`config.mk`:
```
export PLATFORM = sky130hd
export DESIGN_NAME = flash_rd_word_packer
export DESIGN_NICKNAME = d
export VERILOG_FILES = /design/src/rtl/flash_rd_word_packer.sv
export SDC_FILE = /design/constraint.sdc
export NUM_CORES = 1
export LEC_CHECK = 0
export ABC_AREA = 0
export CELL_PAD_IN_SITES_DETAIL_PLACEMENT = 1
export CELL_PAD_IN_SITES_GLOBAL_PLACEMENT = 2
export CORE_MARGIN = 8
export CORE_UTILIZATION = 45
export CTS_CLUSTER_DIAMETER = 50
export DETAILED_ROUTE_END_ITERATION = 12
export HOLD_SLACK_MARGIN = 0.15
export PLACE_DENSITY_LB_ADDON = 0.1
export SYNTH_ARGS = -nofsm -noshare
export SYNTH_HDL_FRONTEND = slang
export SYNTH_SLANG_ARGS = --single-unit
export TNS_END_PERCENT = 5
```
`constraint.sdc`:
```
create_clock -name system_clk -period 5.1 [get_ports system_clk]
set_clock_uncertainty 0.2 [all_clocks]
set_input_delay 1.02 -clock system_clk [delete_from_list [all_inputs] [get_ports system_clk]]
set_output_delay 1.02 -clock system_clk [all_outputs]
set_load 0.02 [all_outputs]
```
`src/rtl/flash_rd_word_packer.sv`:
```
// flash_rd_word_packer
// Downstream stage of the SPI flash read engine. Packs the incoming byte
// stream little-endian into 32-bit words and queues them in a word FIFO
// for the image consumer. Keeps a real-byte count and a mod-2^32 word
// checksum. At end of read, it pads and pushes any partial word, then raises
// done once the FIFO has drained.
//
// Ports
//   system_clk     in   1   single clock, rising edge
//   system_reset   in   1   asynchronous active-high reset
//   start_flag     in   1   pulse: clear everything and begin a new image
//   rd_byte        in   8   byte from the read engine
//   rd_byte_valid  in   1   rd_byte valid (no backpressure upstream)
//   read_finish    in   1   level: image fully read
//   word_data      out  32  FIFO head word (0 while empty)
//   word_valid     out  1   FIFO not empty
//   word_ready     in   1   consumer takes word_data on word_valid&&word_ready
//   byte_count     out  32  real bytes accepted since start (no pad)
//   checksum       out  32  mod-2^32 sum of words pushed into the FIFO
//   overflow       out  1   sticky: a word was dropped on a full FIFO
//   done           out  1   image flushed and FIFO drained
module flash_rd_word_packer #(
    parameter int         FIFO_DEPTH = 16,
    parameter logic [7:0] PAD_BYTE   = 8'hFF
) (
    input  logic        system_clk,
    input  logic        system_reset,
    input  logic        start_flag,
    input  logic [7:0]  rd_byte,
    input  logic        rd_byte_valid,
    input  logic        read_finish,
    output logic [31:0] word_data,
    output logic        word_valid,
    input  logic        word_ready,
    output logic [31:0] byte_count,
    output logic [31:0] checksum,
    output logic        overflow,
    output logic        done
);

    localparam int PTR_W = $clog2(FIFO_DEPTH);
    localparam int CNT_W = PTR_W + 1;
    localparam logic [CNT_W-1:0] FULL_CNT = CNT_W'(FIFO_DEPTH);

    typedef enum logic [1:0] {
        ST_IDLE    = 2'd0,
        ST_COLLECT = 2'd1,
        ST_FLUSH   = 2'd2,
        ST_DONE    = 2'd3
    } state_t;

    state_t             state_r;
    state_t             state_next_s;
    logic [1:0]         byte_idx_r;
    logic [1:0]         byte_idx_next_s;
    logic [23:0]        pack_r;          // bytes 0..2 of the word in progress
    logic [31:0]        mem_r [FIFO_DEPTH];
    logic [PTR_W-1:0]   wr_ptr_r;
    logic [PTR_W-1:0]   rd_ptr_r;
    logic [CNT_W-1:0]   count_r;
    logic [31:0]        byte_count_r;
    logic [31:0]        checksum_r;
    logic               overflow_r;
    logic               done_r;

    logic               clear_s;
    logic               accept_s;
    logic               push_req_s;
    logic               push_ok_s;
    logic               drop_s;
    logic               pop_s;
    logic               full_s;
    logic [31:0]        push_word_s;

    // Final partial word: keep the idx real bytes, fill the rest with pad.
    function automatic logic [31:0] pad_word(input logic [23:0] pack,
                                             input logic [1:0]  idx,
                                             input logic [7:0]  pad);
        logic [31:0] w;
        case (idx)
            2'd1:    w = {pad, pad, pad, pack[7:0]};
            2'd2:    w = {pad, pad, pack[15:0]};
            2'd3:    w = {pad, pack[23:0]};
            default: w = {pad, pad, pad, pad};
        endcase
        return w;
    endfunction

    assign full_s          = (count_r == FULL_CNT);
    assign pop_s           = (count_r != {CNT_W{1'b0}}) && word_ready;
    // Index after the current byte; only meaningful in COLLECT.
    assign byte_idx_next_s = rd_byte_valid ? (byte_idx_r + 2'd1) : byte_idx_r;

    // Next-state logic and per-cycle push/accept control.
    always_comb begin
        state_next_s = state_r;
        clear_s      = 1'b0;
        accept_s     = 1'b0;
        push_req_s   = 1'b0;
        push_ok_s    = 1'b0;
        drop_s       = 1'b0;
        push_word_s  = 32'd0;
        if (start_flag) begin
            clear_s      = 1'b1;
            state_next_s = ST_COLLECT;
        end else begin
            case (state_r)
                ST_IDLE: begin
                    state_next_s = ST_IDLE;
                end
                ST_COLLECT: begin
                    accept_s = rd_byte_valid;
                    if (rd_byte_valid && (byte_idx_r == 2'd3)) begin
                        push_req_s  = 1'b1;
                        push_word_s = {rd_byte, pack_r};
                    end else begin
                        push_req_s  = 1'b0;
                    end
                    // A byte arriving with read_finish is taken before leaving.
                    if (read_finish) begin
                        if (byte_idx_next_s == 2'd0) begin
                            state_next_s = ST_DONE;
                        end else begin
                            state_next_s = ST_FLUSH;
                        end
                    end else begin
                        state_next_s = ST_COLLECT;
                    end
                end
                ST_FLUSH: begin
                    // The pad word is never dropped: wait here for room.
                    push_req_s  = 1'b1;
                    push_word_s = pad_word(pack_r, byte_idx_r, PAD_BYTE);
                    if (!full_s || pop_s) begin
                        state_next_s = ST_DONE;
                    end else begin
                        state_next_s = ST_FLUSH;
                    end
                end
                ST_DONE: begin
                    state_next_s = ST_DONE;
                end
                default: begin
                    state_next_s = ST_IDLE;
                end
            endcase
            // A full FIFO still takes a push if the head leaves this cycle.
            push_ok_s = push_req_s && (!full_s || pop_s);
            drop_s    = push_req_s && !push_ok_s && (state_r == ST_COLLECT);
        end
    end

    // FSM state register.
    always_ff @(posedge system_clk or posedge system_reset) begin
        if (system_reset) begin
            state_r <= ST_IDLE;
        end else begin
            state_r <= state_next_s;
        end
    end

    // FIFO storage; contents need no reset since word_data is gated by count.
    always_ff @(posedge system_clk) begin
        if (push_ok_s) begin
            mem_r[wr_ptr_r] <= push_word_s;
        end
    end

    // FIFO pointers and occupancy.
    always_ff @(posedge system_clk or posedge system_reset) begin
        if (system_reset) begin
            wr_ptr_r <= {PTR_W{1'b0}};
            rd_ptr_r <= {PTR_W{1'b0}};
            count_r  <= {CNT_W{1'b0}};
        end else if (clear_s) begin
            wr_ptr_r <= {PTR_W{1'b0}};
            rd_ptr_r <= {PTR_W{1'b0}};
            count_r  <= {CNT_W{1'b0}};
        end else begin
            if (push_ok_s) begin
                wr_ptr_r <= wr_ptr_r + 1'b1;
            end
            if (pop_s) begin
                rd_ptr_r <= rd_ptr_r + 1'b1;
            end
            case ({push_ok_s, pop_s})
                2'b10:   count_r <= count_r + 1'b1;
                2'b01:   count_r <= count_r - 1'b1;
                default: count_r <= count_r;
            endcase
        end
    end

    // Byte packing, byte count, checksum and sticky overflow.
    always_ff @(posedge system_clk or posedge system_reset) begin
        if (system_reset) begin
            byte_idx_r   <= 2'd0;
            pack_r       <= 24'd0;
            byte_count_r <= 32'd0;
            checksum_r   <= 32'd0;
            overflow_r   <= 1'b0;
        end else if (clear_s) begin
            byte_idx_r   <= 2'd0;
            pack_r       <= 24'd0;
            byte_count_r <= 32'd0;
            checksum_r   <= 32'd0;
            overflow_r   <= 1'b0;
        end else begin
            if (accept_s) begin
                byte_idx_r   <= byte_idx_r + 2'd1;
                byte_count_r <= byte_count_r + 32'd1;
                case (byte_idx_r)
                    2'd0:    pack_r[7:0]   <= rd_byte;
                    2'd1:    pack_r[15:8]  <= rd_byte;
                    2'd2:    pack_r[23:16] <= rd_byte;
                    default: pack_r        <= pack_r;   // byte 3 goes straight into the push
                endcase
            end else if (push_ok_s) begin
                byte_idx_r <= 2'd0;                     // pad word consumed the partial
            end
            if (push_ok_s) begin
                checksum_r <= checksum_r + push_word_s;
            end
            if (drop_s) begin
                overflow_r <= 1'b1;
            end
        end
    end

    // done: DONE state reached and every buffered word handed out.
    always_ff @(posedge system_clk or posedge system_reset) begin
        if (system_reset) begin
            done_r <= 1'b0;
        end else if (clear_s) begin
            done_r <= 1'b0;
        end else if ((state_r == ST_DONE) && (count_r == {CNT_W{1'b0}})) begin
            done_r <= 1'b1;
        end else begin
            done_r <= done_r;
        end
    end

    assign word_valid = (count_r != {CNT_W{1'b0}});
    assign word_data  = word_valid ? mem_r[rd_ptr_r] : 32'd0;
    assign byte_count = byte_count_r;
    assign checksum   = checksum_r;
    assign overflow   = overflow_r;
    assign done       = done_r;

endmodule

```
# After elaboration in Yosys (flattened, before gate mapping)
# Memory sizes are Yosys's and may differ from the RTL's.
# Cells that the tools add are included.
# totals
output_inout_bits	99
ram_bits	512
latchBits	0
n_memories	1
mem_bits_ro	0
ff_bits	107
# mem_list
name	depth	width	rd	rd_clocked_by_memory_dff	wr	line	rtl
mem_r	16	32	1	0	1	57	logic [31:0] mem_r [FIFO_DEPTH];
# op_classes
muxes	43
multipliers	0
n_bitwise	0
n_div	0
magnitude_cmp	0
reduce_logical	27
n_eq_ne	9
shifts	0
add_sub_neg	7
# ops
op	count
$mux 32	7
$pmux 24 s3	1
$pmux 32 s2	1
$mux 24	2
$add 32x1->32 const B	1
$add 32x32->32	1
$mux 8	3
$mux 4	4
$reduce_bool 2->1	8
$mux 1	15
$mux 2	6
$eq 2x2->1 const B	5
$pmux 5 s2	1
$add 4x1->4 const B	2
$pmux 2 s4	1
$eq 2x1->1 const B	3
$logic_and 1x1->1	6
$logic_not 2->1	3
$reduce_and 2->1	3
$reduce_bool 3->1	2
$add 5x1->5 const B	1
$eq 5x5->1 const B	1
$logic_not 5->1	1
$mux 5	1
6 further kinds	7

# Logic depth before layout (Yosys ltp)
# logic_depth
ltp_word	12
depth_mapped	18

# Least setup slack after synthesis
# Ideal clock, no wire load.
# synth_timing
kind	input to register
from	input rd_byte_valid
to	register checksum_r[24] (netlist: checksum[24])
n_path_buf	2
t_required_ns	4.767
cell_stages	14
arrival_ns	4.207
slack_ns	0.560
setup_time_ns	0.133
path_cell_list	and3_1 > buf_2 > clkbuf_1 > a22oi_1 > nor2_1 > ha_1 > a2111oi_0 > o21ai_0 > a41oi_1 > o21ai_1 > a211o_1 > a31oi_1 > xor2_1 > o21ai_0
# synth_between
elab_chain_len	7
elab_cells_between_ends	13
classes_between	1 x add/sub; 9 x mux; 3 x reduce/logical
# synth_rtl
element	line	rtl
start: declaration	30	input logic rd_byte_valid,
$logic_and 1x1->1	113	if (rd_byte_valid && (byte_idx_r == 2'd3)) begin
$mux 32	113	
$pmux 32 s2	107	case (state_r)
$mux 32	103	if (start_flag) begin
named net push_word_s[7]	73	logic [31:0] push_word_s;
$add 32x32->32	222	checksum_r <= checksum_r + push_word_s;
$mux 32	221	if (push_ok_s) begin
$mux 32	202	end else if (clear_s) begin
end signal: assignment	222	
end: declaration	62	logic [31:0] checksum_r;
# The timed path passes the listed nets, and every way through them passes these cells. The select of a mux whose other input is x is not followed.
# A chain may end at the register's enable or synchronous reset.

# Final worst setup path
# layout_timing
from	register byte_idx_r[1]
to	register checksum_r[31] (netlist: checksum[31])
# layout_between
elab_chain_len	8
elab_cells_between_ends	17
classes_between	1 x add/sub; 3 x eq/ne; 10 x mux; 3 x reduce/logical
# layout_rtl
element	line	rtl
start: declaration	54	logic [1:0] byte_idx_r;
start signal: assignment	210	byte_idx_r <= byte_idx_r + 2'd1;
$eq 2x2->1	80, 113	
$logic_and 1x1->1	113	
$mux 32	113	
$pmux 32 s2 (*)	107	
$mux 32 (*)	103	
named net push_word_s[13]	73	
$add 32x32->32 (*)	222	
$mux 32 (*)	221	
$mux 32 (*)	202	
# Mark *: on every way through the listed nets, which the timed path passes. The rest lies on a longest branch. The select of a mux whose other input is x is not followed.

==> impl_metrics.py <==
metrics = {
    "outcome": {
        "outcome": "finished clean",
    },
    "logic_synthesis": {
        "postSynthNetCount": 1667,
        "async_flop_share": 0.173,
        "flip_flop_and_latch_count_after_synthesis": 619,
        "synthFlopType": "sky130_fd_sc_hd__edfxtp_1",
        "synth_warnings": 0,
        "gate_count_after_technology_mapping": 1601,
        "postSynthAreaPerCell_um2": 16.6,
        "yosys.cell_types.count": 60,
        "synth-edff-count": 512,
        "ys_seq_area_frac": 0.681,
        "post_synthesis_cell_area_um2": 26500,
    },
    "clock_network": {
        "ctsHtreeMaxLevel": 3,
        "ctsLongestPathBuffers": 3,
        "cts-root-buf": "sky130_fd_sc_hd__clkbuf_16",
        "cts_buffers": 74,
        "clkSlewWorstSetupHoldPaths_ns": 0.05,
        "clock_latency_ns": 0.60,
        "cts_tree": "done",
        "postCtsHoldBufs": 0,
        "cts.sinks": 619,
    },
    "global_route": {
        "grt_pass1_vias": 16400,
        "global_route.usage.total": 0.212,
        "globalRouteOverflowTotal": 0,
        "global_route_wire_length_before_repair_um": 106000,
        "grt_max_degree": 78,
        "initial_antenna_violation_count": 2,
    },
    "route": {
        "first_pass_iters": 5,
        "antenna_left": 0,
        "detailed_router_s_first_iteration_violation_count": 1036,
        "drt-wirelength-per-cell_um": 27.1,
        "post_route_wl_um": 70900,
        "route.vias.total": 15300,
        "viasPerCell": 5.83,
        "drc": 0,
    },
    "setup_path": {
        "cp.buffers_inverters": 1,
        "cell_by_cell_trace_of_the_critical_path": "inv_2, ha_1, a21o_1, a21o_1, a22oi_1, nor2_1, ha_1, nand4_1, o41ai_1, o31ai_1, o21ai_0, mux2i_1, mux2_2",
        "cp-start-kind": "flop",
        "required_ns": 5.39,
        "worst_ep_arrival_time_ns": 5.04,
        "critical-path-max-stage-delay_ns": 0.55,
        "criticalPathCategory": "flop to flop",
        "cpLargestDelayFamily": "compound AO/OA/AOI/OAI gates",
        "critical-path-slowest-cell": "sky130_fd_sc_hd__a21o_1",
        "endpoint_kind": "flop",
        "path_max_fanout": 16,
    },
    "sta": {
        "max_freq_mhz": 211,
        "grt_setup_unrepaired": "false",
        "fin_tns_setup_ns": 0,
        "period_share": 0.931,
        "relSlewSlack": 0.381,
        "final-setup-viol-count": 0,
        "worstMarginPinSlew_ns": 0.929,
        "timing_max_transition_violations_final": 0,
        "finalWorstPathRequiredPeriod_ns": 4.75,
        "hold_viol": 0,
    },
    "pwr": {
        "power.density_nw_per_um2": 411,
        "vdd.ir_drop.worst_v": 0.000251,
        "total_design_power_mw": 13.0,
        "static-leakage-power_nw": 10.9,
    },
    "cells_and_area": {
        "finalNetCount": 1854,
        "flow.area_growth_from_synthesis_pct": 19.1,
        "seqCellArea_um2": 18100,
        "diodes": 0,
        "finish.utilization": 0.538,
        "fill_cells": 5441,
        "layout.cells.non_filler": 2617,
        "final_area_um2": 31600,
        "most-common-layout-cells": "sky130_fd_sc_hd__edfxtp_1, sky130_fd_sc_hd__mux4_2, sky130_fd_sc_hd__nand2_1, sky130_fd_sc_hd__clkdlybuf4s50_1, sky130_fd_sc_hd__dfrtp_1",
        "final_common_cell": "sky130_fd_sc_hd__edfxtp_1",
        "multi_input_comb_area_um2": 8090,
        "drive_gt1_frac": 0.215,
    },
    "placement": {
        "port-buffer-count": 112,
        "detailed_place.area_um2": 29200,
        "count_of_placed_standard_cells_including_taps": 2485,
        "detailed_place_hpwl_um": 44000,
        "gpl.final_weighted_congestion": 0.808,
    },
    "floorplan": {
        "num_rows": 89,
        "fp.dieH_um": 259,
        "initial_core_util": 0.452,
        "floorplan.io_pins": 113,
        "die_w_um": 259,
        "fp.coreArea_um2": 58700,
        "dieArea_um2": 67000,
    },
    "worst_hold_path": {
        "path_category_of_the_worst_min_delay_check": "flop to flop",
    },
    "job": {
        "timing.max_cap.violations": 0,
    },
}
[worst register-to-register path, stage by stage, from the launching register on]
cell and delay [ns]:
sky130_fd_sc_hd__dfrtp_1 0.44, sky130_fd_sc_hd__inv_2 0.23, sky130_fd_sc_hd__ha_1 0.48, sky130_fd_sc_hd__a21o_1 0.55, sky130_fd_sc_hd__a21o_1 0.15, sky130_fd_sc_hd__a22oi_1 0.06
sky130_fd_sc_hd__nor2_1 0.52, sky130_fd_sc_hd__ha_1 0.34, sky130_fd_sc_hd__nand4_1 0.20, sky130_fd_sc_hd__o41ai_1 0.50, sky130_fd_sc_hd__o31ai_1 0.14, sky130_fd_sc_hd__o21ai_0 0.25
sky130_fd_sc_hd__mux2i_1 0.23, sky130_fd_sc_hd__mux2_2 0.35
[metal layers]
metal / GRT usage / share of wire / vias to the layer above
li1: - / - / 6680
met1: 0.279 / 0.42 / 8095
met2: 0.369 / 0.52 / 394
met3: 0.0330 / 0.047 / 99
met4: 0.0484 / 0.020 / 0
met5: 0 / 0 / -
[registers in the layout, indices dropped and copies added, names as in the netlist]
name	count
byte_count	32
state_r	2
checksum	32
wr_ptr_r	4
byte_idx_r	2
count_r	5
mem_r	512
overflow	1
done	1
rd_ptr_r	4
pack_r	24
[area by class of cell]
class	instances	area share
Inverter	15	0.00186
Sequential cell	619	0.572
Tap cell	773	0.0306
Multi-Input combinational cell	877	0.256
Clock inverter	32	0.0119
Timing Repair Buffer	201	0.0628
Clock buffer	100	0.0647
[cells by family after synthesis]
| logic type | Yosys count | synth area share |
|---|---|---|
| flops | 619 | 0.681 |
| simple gates | 360 | 0.0655 |
| compound gates | 245 | 0.0573 |
| mux | 165 | 0.138 |
| buf+inv | 105 | 0.0156 |
| xor+xnor | 55 | 0.0182 |
| fa+ha+maj | 52 | 0.0251 |
[power breakdown]
| part | leakage, nW | switching (mW) | internal, mW |
|---|---|---|---|
| clock network | 1.16 | 2.08 | 3.13 |
| registers | 6.21 | 0.0785 | 5.51 |
| logic | 3.54 | 1.14 | 1.05 |
[synthesized netlist by cell type (all sizes together) (3+ instances only)]
| master | instances | area, um^2 |
|---|---|---|
| edfxtp | 512 | 15400 |
| mux4 | 160 | 3600 |
| nand2 | 117 | 439 |
| dfrtp | 107 | 2680 |
| a21oi | 89 | 449 |
| nor2 | 79 | 297 |
| clkbuf | 70 | 263 |
| o21ai | 61 | 305 |
| ha | 50 | 626 |
| nand3 | 44 | 220 |
| xor2 | 40 | 350 |
| and2 | 34 | 213 |
| a21o | 29 | 218 |
| buf | 20 | 93.8 |
| nand4 | 17 | 106 |
| a22oi | 16 | 120 |
| and3 | 15 | 93.8 |
| inv | 15 | 56.3 |
| xnor2 | 15 | 131 |
| o21a | 12 | 90.1 |
| nor3 | 11 | 55.1 |
| or3 | 11 | 68.8 |
| and4 | 7 | 61.3 |
| nor2b | 7 | 43.8 |
| nand2b | 6 | 37.5 |
| a22o | 5 | 43.8 |
| a31oi | 5 | 31.3 |
| a211oi | 4 | 30.0 |
| nand3b | 4 | 30.0 |
| o31ai | 4 | 35.0 |
| mux2i | 3 | 30.0 |
| nor4 | 3 | 31.3 |
| o21bai | 3 | 22.5 |
[through the flow]
stage | hold WS [ns] | setup WS (ns)
global placement | 0.292 | 0.105
CTS | 0.316 | 0.190
global route | 0.339 | 0.0541
detailed placement | 0.293 | -0.0278
finish | 0.313 | 0.350
floorplan | 0.279 | 0.560
[repair_timing]
item / in CTS / in global routing
setup buffers: 0 / 0
setup endpoints to repair: 0 / 5
gates resized for setup: 0 / 2
[worst paths after layout]
kind | startpoint | endpoint | slack, ns | cells past startpoint
max | byte_idx_r[1]$_DFFE_PP0P_ | checksum[31]$_DFFE_PP0P_ | 0.35 | 13
max reg2reg | byte_idx_r[1]$_DFFE_PP0P_ | checksum[31]$_DFFE_PP0P_ | 0.35 | 13
min | done$_DFFE_PP0P_ | done$_DFFE_PP0P_ | 0.31 | 1
max in group asynchronous | system_reset | count_r[0]$_DFFE_PP0P_ | 3.16 | 3
min in group asynchronous | system_reset | checksum[30]$_DFFE_PP0P_ | 0.74 | 2
min reg2reg | done$_DFFE_PP0P_ | done$_DFFE_PP0P_ | 0.31 | 1
Power figures use the tool's default switching activity.
